`config.mk`:
```
export PLATFORM = sky130hd
export DESIGN_NAME = rx_hold_fifo_buf
export DESIGN_NICKNAME = d
export VERILOG_FILES = /design/src/rtl/rx_hold_fifo_buf_pkg.sv /design/src/rtl/rx_hold_fifo_mem.sv /design/src/rtl/rx_hold_fifo_buf.sv
export SDC_FILE = /design/constraint.sdc
export NUM_CORES = 1
export LEC_CHECK = 0
export CELL_PAD_IN_SITES_DETAIL_PLACEMENT = 0
export CELL_PAD_IN_SITES_GLOBAL_PLACEMENT = 1
export CORE_UTILIZATION = 35
export CTS_BUF_LIST = sky130_fd_sc_hd__clkbuf_16
export DETAILED_ROUTE_END_ITERATION = 12
export GPL_TIMING_DRIVEN = 0
export PLACE_DENSITY = 0.64
export SYNTH_ARGS = -nofsm -noshare
export SYNTH_HDL_FRONTEND = slang
export SYNTH_SLANG_ARGS = --single-unit
export TNS_END_PERCENT = 100
```
`constraint.sdc`:
```
create_clock -name clk_xgmii_rx -period 26.9 [get_ports clk_xgmii_rx]
set_clock_uncertainty 0.05 [all_clocks]
set_input_delay 4.035 -clock clk_xgmii_rx [delete_from_list [all_inputs] [get_ports clk_xgmii_rx]]
set_output_delay 4.035 -clock clk_xgmii_rx [all_outputs]
set_load 0.01 [all_outputs]
```
`src/rtl/rx_hold_fifo_buf_pkg.sv`:
```
// rx_hold_fifo_buf_pkg
// Shared constants and the entry layout for the RX hold FIFO.
// RX_HOLD_FIFO_AWIDTH is the default memory address width; the memory holds
// 2**RX_HOLD_FIFO_AWIDTH entries. Each entry is {8-bit status, 64-bit data}.
package rx_hold_fifo_buf_pkg;

    localparam int RX_HOLD_FIFO_AWIDTH = 3;
    localparam int RX_DATA_W           = 64;
    localparam int RX_STAT_W           = 8;
    localparam int RX_ENTRY_W          = RX_STAT_W + RX_DATA_W;

    typedef struct packed {
        logic [RX_STAT_W-1:0] status;
        logic [RX_DATA_W-1:0] data;
    } rx_entry_t;

endpackage

```
`src/rtl/rx_hold_fifo_mem.sv`:
```
// rx_hold_fifo_mem
// Simple dual-port RAM, 2**AWIDTH x WIDTH. Synchronous write, asynchronous
// read at raddr. The array has no reset; its contents only become visible
// through pointers that the top module does reset.
// Ports:
//   clk    in  write clock
//   we     in  write enable
//   waddr  in  write address
//   wdata  in  write data
//   raddr  in  read address
//   rdata  out combinational read data at raddr
module rx_hold_fifo_mem #(
    parameter int AWIDTH = 3,
    parameter int WIDTH  = 72
) (
    input  logic              clk,
    input  logic              we,
    input  logic [AWIDTH-1:0] waddr,
    input  logic [WIDTH-1:0]  wdata,
    input  logic [AWIDTH-1:0] raddr,
    output logic [WIDTH-1:0]  rdata
);

    localparam int DEPTH = 2 ** AWIDTH;

    logic [WIDTH-1:0] mem_arr [DEPTH];

    always_ff @(posedge clk) begin
        if (we) begin
            mem_arr[waddr] <= wdata;
        end
    end

    assign rdata = mem_arr[raddr];

endmodule

```
`src/rtl/rx_hold_fifo_buf.sv`:
```
// rx_hold_fifo_buf
// Receive-side hold buffer between the XGMII RX decoder (writer) and the RX
// enqueue logic (reader). A 2**AWIDTH entry memory feeds a show-ahead output
// register, so total capacity is DEPTH + 1 entries. Writes while the memory
// is full are dropped and counted in a saturating 16-bit counter.
// Ports:
//   clk_xgmii_rx / reset_xgmii_rx   clock, asynchronous active-high reset
//   rxhfifo_wdata/wstatus/wen       write side
//   rxhfifo_wfull/walmost_full      write back-pressure (memory only)
//   rxhfifo_ren                     pop the presented entry
//   rxhfifo_rdata/rstatus/rempty    show-ahead head of queue
//   rxhfifo_ralmost_empty           memory count + output valid <= AE_THRESH
//   rxhfifo_ovf_cnt/ovf_clr         dropped-write counter and its clear
module rx_hold_fifo_buf
    import rx_hold_fifo_buf_pkg::*;
#(
    parameter int AWIDTH    = RX_HOLD_FIFO_AWIDTH,
    parameter int AF_THRESH = 4,
    parameter int AE_THRESH = 7
) (
    input  logic                 clk_xgmii_rx,
    input  logic                 reset_xgmii_rx,
    input  logic [RX_DATA_W-1:0] rxhfifo_wdata,
    input  logic [RX_STAT_W-1:0] rxhfifo_wstatus,
    input  logic                 rxhfifo_wen,
    output logic                 rxhfifo_wfull,
    output logic                 rxhfifo_walmost_full,
    input  logic                 rxhfifo_ren,
    output logic [RX_DATA_W-1:0] rxhfifo_rdata,
    output logic [RX_STAT_W-1:0] rxhfifo_rstatus,
    output logic                 rxhfifo_rempty,
    output logic                 rxhfifo_ralmost_empty,
    output logic [15:0]          rxhfifo_ovf_cnt,
    input  logic                 rxhfifo_ovf_clr
);

    localparam int              DEPTH   = 2 ** AWIDTH;
    localparam logic [AWIDTH:0] DEPTH_V = (AWIDTH + 1)'(DEPTH);

    logic [AWIDTH:0]        wptr_reg;
    logic [AWIDTH:0]        rptr_reg;
    logic                   out_valid_reg;
    logic [RX_DATA_W-1:0]   rdata_reg;
    logic [RX_STAT_W-1:0]   rstatus_reg;
    logic [15:0]            ovf_cnt_reg;

    logic [AWIDTH:0]        mem_cnt;
    logic [AWIDTH:0]        mem_free;
    logic [AWIDTH+1:0]      total_cnt;
    logic                   wr_accept;
    logic                   wr_drop;
    logic                   pop;
    logic                   load_head;
    rx_entry_t              wr_entry;
    rx_entry_t              head_entry;

    // Pointers carry one extra bit so full and empty are distinguishable;
    // the subtraction wraps naturally.
    assign mem_cnt   = wptr_reg - rptr_reg;
    assign mem_free  = DEPTH_V - mem_cnt;
    assign total_cnt = {1'b0, mem_cnt} + {{(AWIDTH + 1){1'b0}}, out_valid_reg};

    assign rxhfifo_wfull         = (mem_cnt == DEPTH_V);
    assign rxhfifo_walmost_full  = (32'(mem_free) <= AF_THRESH);
    assign rxhfifo_ralmost_empty = (32'(total_cnt) <= AE_THRESH);
    assign rxhfifo_rempty        = !out_valid_reg;
    assign rxhfifo_rdata         = rdata_reg;
    assign rxhfifo_rstatus       = rstatus_reg;
    assign rxhfifo_ovf_cnt       = ovf_cnt_reg;

    // Fullness is judged on the pre-edge count, so a pop in the same cycle
    // never frees room for a simultaneous write.
    assign wr_accept = rxhfifo_wen && !rxhfifo_wfull;
    assign wr_drop   = rxhfifo_wen && rxhfifo_wfull;
    assign pop       = rxhfifo_ren && out_valid_reg;
    // The head is taken from memory only if it was already there before this
    // edge; a word written this cycle shows up one edge later.
    assign load_head = (mem_cnt != '0) && (!out_valid_reg || pop);

    assign wr_entry.status = rxhfifo_wstatus;
    assign wr_entry.data   = rxhfifo_wdata;

    rx_hold_fifo_mem #(
        .AWIDTH (AWIDTH),
        .WIDTH  (RX_ENTRY_W)
    ) u_mem (
        .clk   (clk_xgmii_rx),
        .we    (wr_accept),
        .waddr (wptr_reg[AWIDTH-1:0]),
        .wdata (wr_entry),
        .raddr (rptr_reg[AWIDTH-1:0]),
        .rdata (head_entry)
    );

    always_ff @(posedge clk_xgmii_rx or posedge reset_xgmii_rx) begin
        if (reset_xgmii_rx) begin
            wptr_reg      <= '0;
            rptr_reg      <= '0;
            out_valid_reg <= 1'b0;
            rdata_reg     <= '0;
            rstatus_reg   <= '0;
            ovf_cnt_reg   <= '0;
        end else begin
            if (wr_accept) begin
                wptr_reg <= wptr_reg + 1'b1;
            end

            if (load_head) begin
                rptr_reg      <= rptr_reg + 1'b1;
                out_valid_reg <= 1'b1;
                rdata_reg     <= head_entry.data;
                rstatus_reg   <= head_entry.status;
            end else if (pop) begin
                out_valid_reg <= 1'b0;
            end

            // Clear wins over a same-cycle drop.
            if (rxhfifo_ovf_clr) begin
                ovf_cnt_reg <= '0;
            end else if (wr_drop && (ovf_cnt_reg != 16'hFFFF)) begin
                ovf_cnt_reg <= ovf_cnt_reg + 16'd1;
            end
        end
    end

endmodule
```
==> run_results.csv <==
group,metric,value,unit
run_status,status,"finished, final reports clean",
power_and_ir_drop,seq_power_share,0.410,
critical_path,cp.arrival,4.60,ns
detailed_routing,vias_per_cell,5.04,
clock_network,cts_tree,"built",
timing,final.setup.tns,0,ns
logic_synthesis,synth.top_cell.area_share,0.677,
timing,tightest_slew,0.988,ns
detailed_routing,ant_nets,0,
logic_synthesis,yosys_register_bits,673,
placed_design,post-dp-hpwl,41100,um
flow_run,max_cap_viol_count,0,
power_and_ir_drop,p_sw,1.12,mW
clock_network,root_buffer,"clkbuf_16",
clock_network,clk_pin_slew_worst_paths,0.06,ns
critical_path,r2r_end,"u_mem.mem_arr[6][54]",
die,ios,169,
logic_synthesis,synth_ff_type,"edfxtp_1",
placed_design,pre_cts_slack,18.73,ns
die,rows,98,
detailed_routing,drt_iter0_markers,1082,
clock_network,hold_buffers,0,
grt,grt_usage,0.166,
critical_path,required,22.82,ns
logic_synthesis,synth.cell_area,25500,um2
logic_synthesis,post_synth_most_frequent_cells,"576 x edfxtp_1, 159 x nand2_1, 144 x mux4_2",
detailed_routing,firstDrtPassIters,5,
cells_and_area,layout-drive-gt1-share,0.227,
logic_synthesis,synth_area_leaders,"edfxtp_1 68%, mux4_2 13%, dfrtp_1 9.5%, nand2_1 2.3%, a31oi_1 1.8%",
die,dieWidth,272,um
clock_network,htreeDepth,3,
power_and_ir_drop,leakage,10.7,nW
grt,grt_pass1_vias,14000,
logic_synthesis,yosys.area.top_type,"edfxtp_1",
logic_synthesis,yosysWarnings,0,
critical_path,reg2regPathDepth,15,
logic_synthesis,synth_edf_count,576,
logic_synthesis,synthesis.nets,1405,
clock_network,cts_max_path_buffers,3,
clock_network,cts_buffers,69,
detailed_routing,wl_per_cell,22.8,um
critical_path,cp_max_fo,10,
timing,rsz0062_at_grt,"no",
die,dieArea,74000,um2
timing,slew_headroom,0.337,
min_path,hp-class,"reg2reg",
cells_and_area,finalNetCount,1733,
min_path,hold_depth,1,
timing,final.period_utilization,0.323,
critical_path,start_kind,"flop",
detailed_routing,drc,0,
critical_path,ff2ff_setup_slack,21.51,ns
clock_network,postCtsSetupBuffers,0,
die,die_h,272,um
cells_and_area,largest_reg_flops,576,
power_and_ir_drop,p_comb_frac,0.333,
die,core-area,71900,um2
logic_synthesis,synth.most_common_cell,"edfxtp_1",
power_and_ir_drop,pwr_density_cell,112,nW/um2
timing,finalSetupViolations,0,
grt,grt_overflow_total,0,
min_path,hp-start,"wptr_reg[3]",
min_path,min_to,"wptr_reg[3]",
timing,setup_ws,18.21,ns
critical_path,crit_path_end_kind,"output port",
grt,antenna_found_initial,8,
power_and_ir_drop,peakVddDrop,50.9,uV
power_and_ir_drop,p_clk_frac,0.258,
critical_path,path_class,"reg2out",
grt,grt_max_degree,51,
detailed_routing,wirelength,60600,um
timing,hold_violations,0,
placed_design,gp_congestion,0.736,
grt,grt_pass1_wl,90900,um
power_and_ir_drop,p_int,2.39,mW
logic_synthesis,ys_seq_area_frac,0.772,
cells_and_area,largest_register,"u_mem.mem_arr",
clock_network,ctsResizeCount,0,
timing,fin_crit,8.69,ns
logic_synthesis,avgSynthCellArea,19.4,um2
logic_synthesis,postSynth.asyncResetShare,0.144,
die,start_util,0.355,
cells_and_area,syn2layout_area_growth,23.2,%
clock_network,insertion_delay,0.60,ns
critical_path,worstReg2RegStart,"rptr_reg[1]",
placed_design,io_buffers,166,
logic_synthesis,synth_cell_types,51,
cells_and_area,final.fill_count,6367,
timing,fmax,0.115,GHz
detailed_routing,dr_total_vias,13400,
power_and_ir_drop,switching_share,0.319,
clock_network,clock-sinks,673,
logic_synthesis,netlist_instances,1319,
timing,drv_slew,0,
power groups by stage:
stage               logic [mW]  clock network (mW)  registers [mW]
floorplan                0.674                   0            1.48
global placement          1.12                   0            1.52
detailed placement        1.20                   0            1.46
CTS                       1.20               0.929            1.44
global route              1.28               0.970            1.46
finish                    1.17               0.906            1.44
metal layers:
metal | up-vias | GRT usage | wire length [um]
met5 | - | 0 | 92
met4 | 14 | 0.0483 | 1060
met3 | 74 | 0.0365 | 3230
met2 | 297 | 0.279 | 30400
met1 | 7056 | 0.217 | 25800
li1 | 5927 | - | -
area by class of cell:
cell class	instances	area, um2	area share
clock buffers	72	1800	0.0573
inverters	11	46.3	0.00147
diodes	1	2.50	0.0000795
plain buffers	69	323	0.0103
clock inverters	56	352	0.0112
flip-flops and latches	673	19700	0.627
multi-input cells	566	5490	0.174
well taps	950	1190	0.0378
repair buffers	257	2550	0.0809
worst max-delay path, cell delays in order (launching register included):
cell and delay [ns]:
dfrtp_1 0.37, clkbuf_1 0.59, buf_1 0.62, inv_1 0.26, ha_1 0.37, and3b_1 0.19, o21ai_2 0.19, nand2_1 0.22
clkbuf_1 0.29, nor3_1 0.23, a21o_1 0.14, clkdlybuf4s50_1 0.54
worst max-delay path by stage:
stage                     depth (start not counted)                    end         from  slack, ns
after floorplan                                   3    u_mem.mem_arr[6][0]  rxhfifo_wen      14.36
after global placement                            3   u_mem.mem_arr[6][57]  rxhfifo_wen       5.75
after detailed placement                         11  rxhfifo_ralmost_empty  rptr_reg[1]      18.73
after CTS                                        11  rxhfifo_ralmost_empty  rptr_reg[1]      18.08
after global routing                             11  rxhfifo_ralmost_empty  rptr_reg[1]      17.85
final                                            11  rxhfifo_ralmost_empty  rptr_reg[1]      18.21
cells in the final DEF (no fill, tap or decap), types with 34 or more instances in the layout:
master,Yosys,final
edfxtp_1,576,576
clkdlybuf4s50_1,0,166
nand2_1,159,159
mux4_2,144,144
dfrtp_1,97,97
nor2_1,76,76
a31oi_1,72,72
clkbuf_16,0,72
buf_4,6,57
buf_6,1,34
stage by stage:
step	utilization	hold slack [ns]	power (mW)	instance area, um2	std cells
2_1_floorplan	-	0.448	2.16	25500	1319
3_3_place_gp	0.395	0.466	2.64	28400	2435
3_5_place_dp	0.408	0.469	2.66	29300	2526
4_1_cts	0.438	0.479	3.57	31500	2654
5_1_grt	0.438	0.504	3.70	31500	2655
6_report	0.438	0.478	3.52	31500	2655
kinds of logic (layout without fill, tap and decap cells):
logic type,after synthesis,after routing,share of synthesized area
AOI/OAI and AO/OA,105,105,0.0260
and+or+nand+nor,295,295,0.0505
buffers and inverters,80,465,0.0143
adders and majority gates,9,9,0.00470
muxes,148,148,0.129
other,0,1,0
xor gates and xnor gates,9,9,0.00338
DFF,673,673,0.772
No activity file was read; power rests on OpenSTA's default activity.
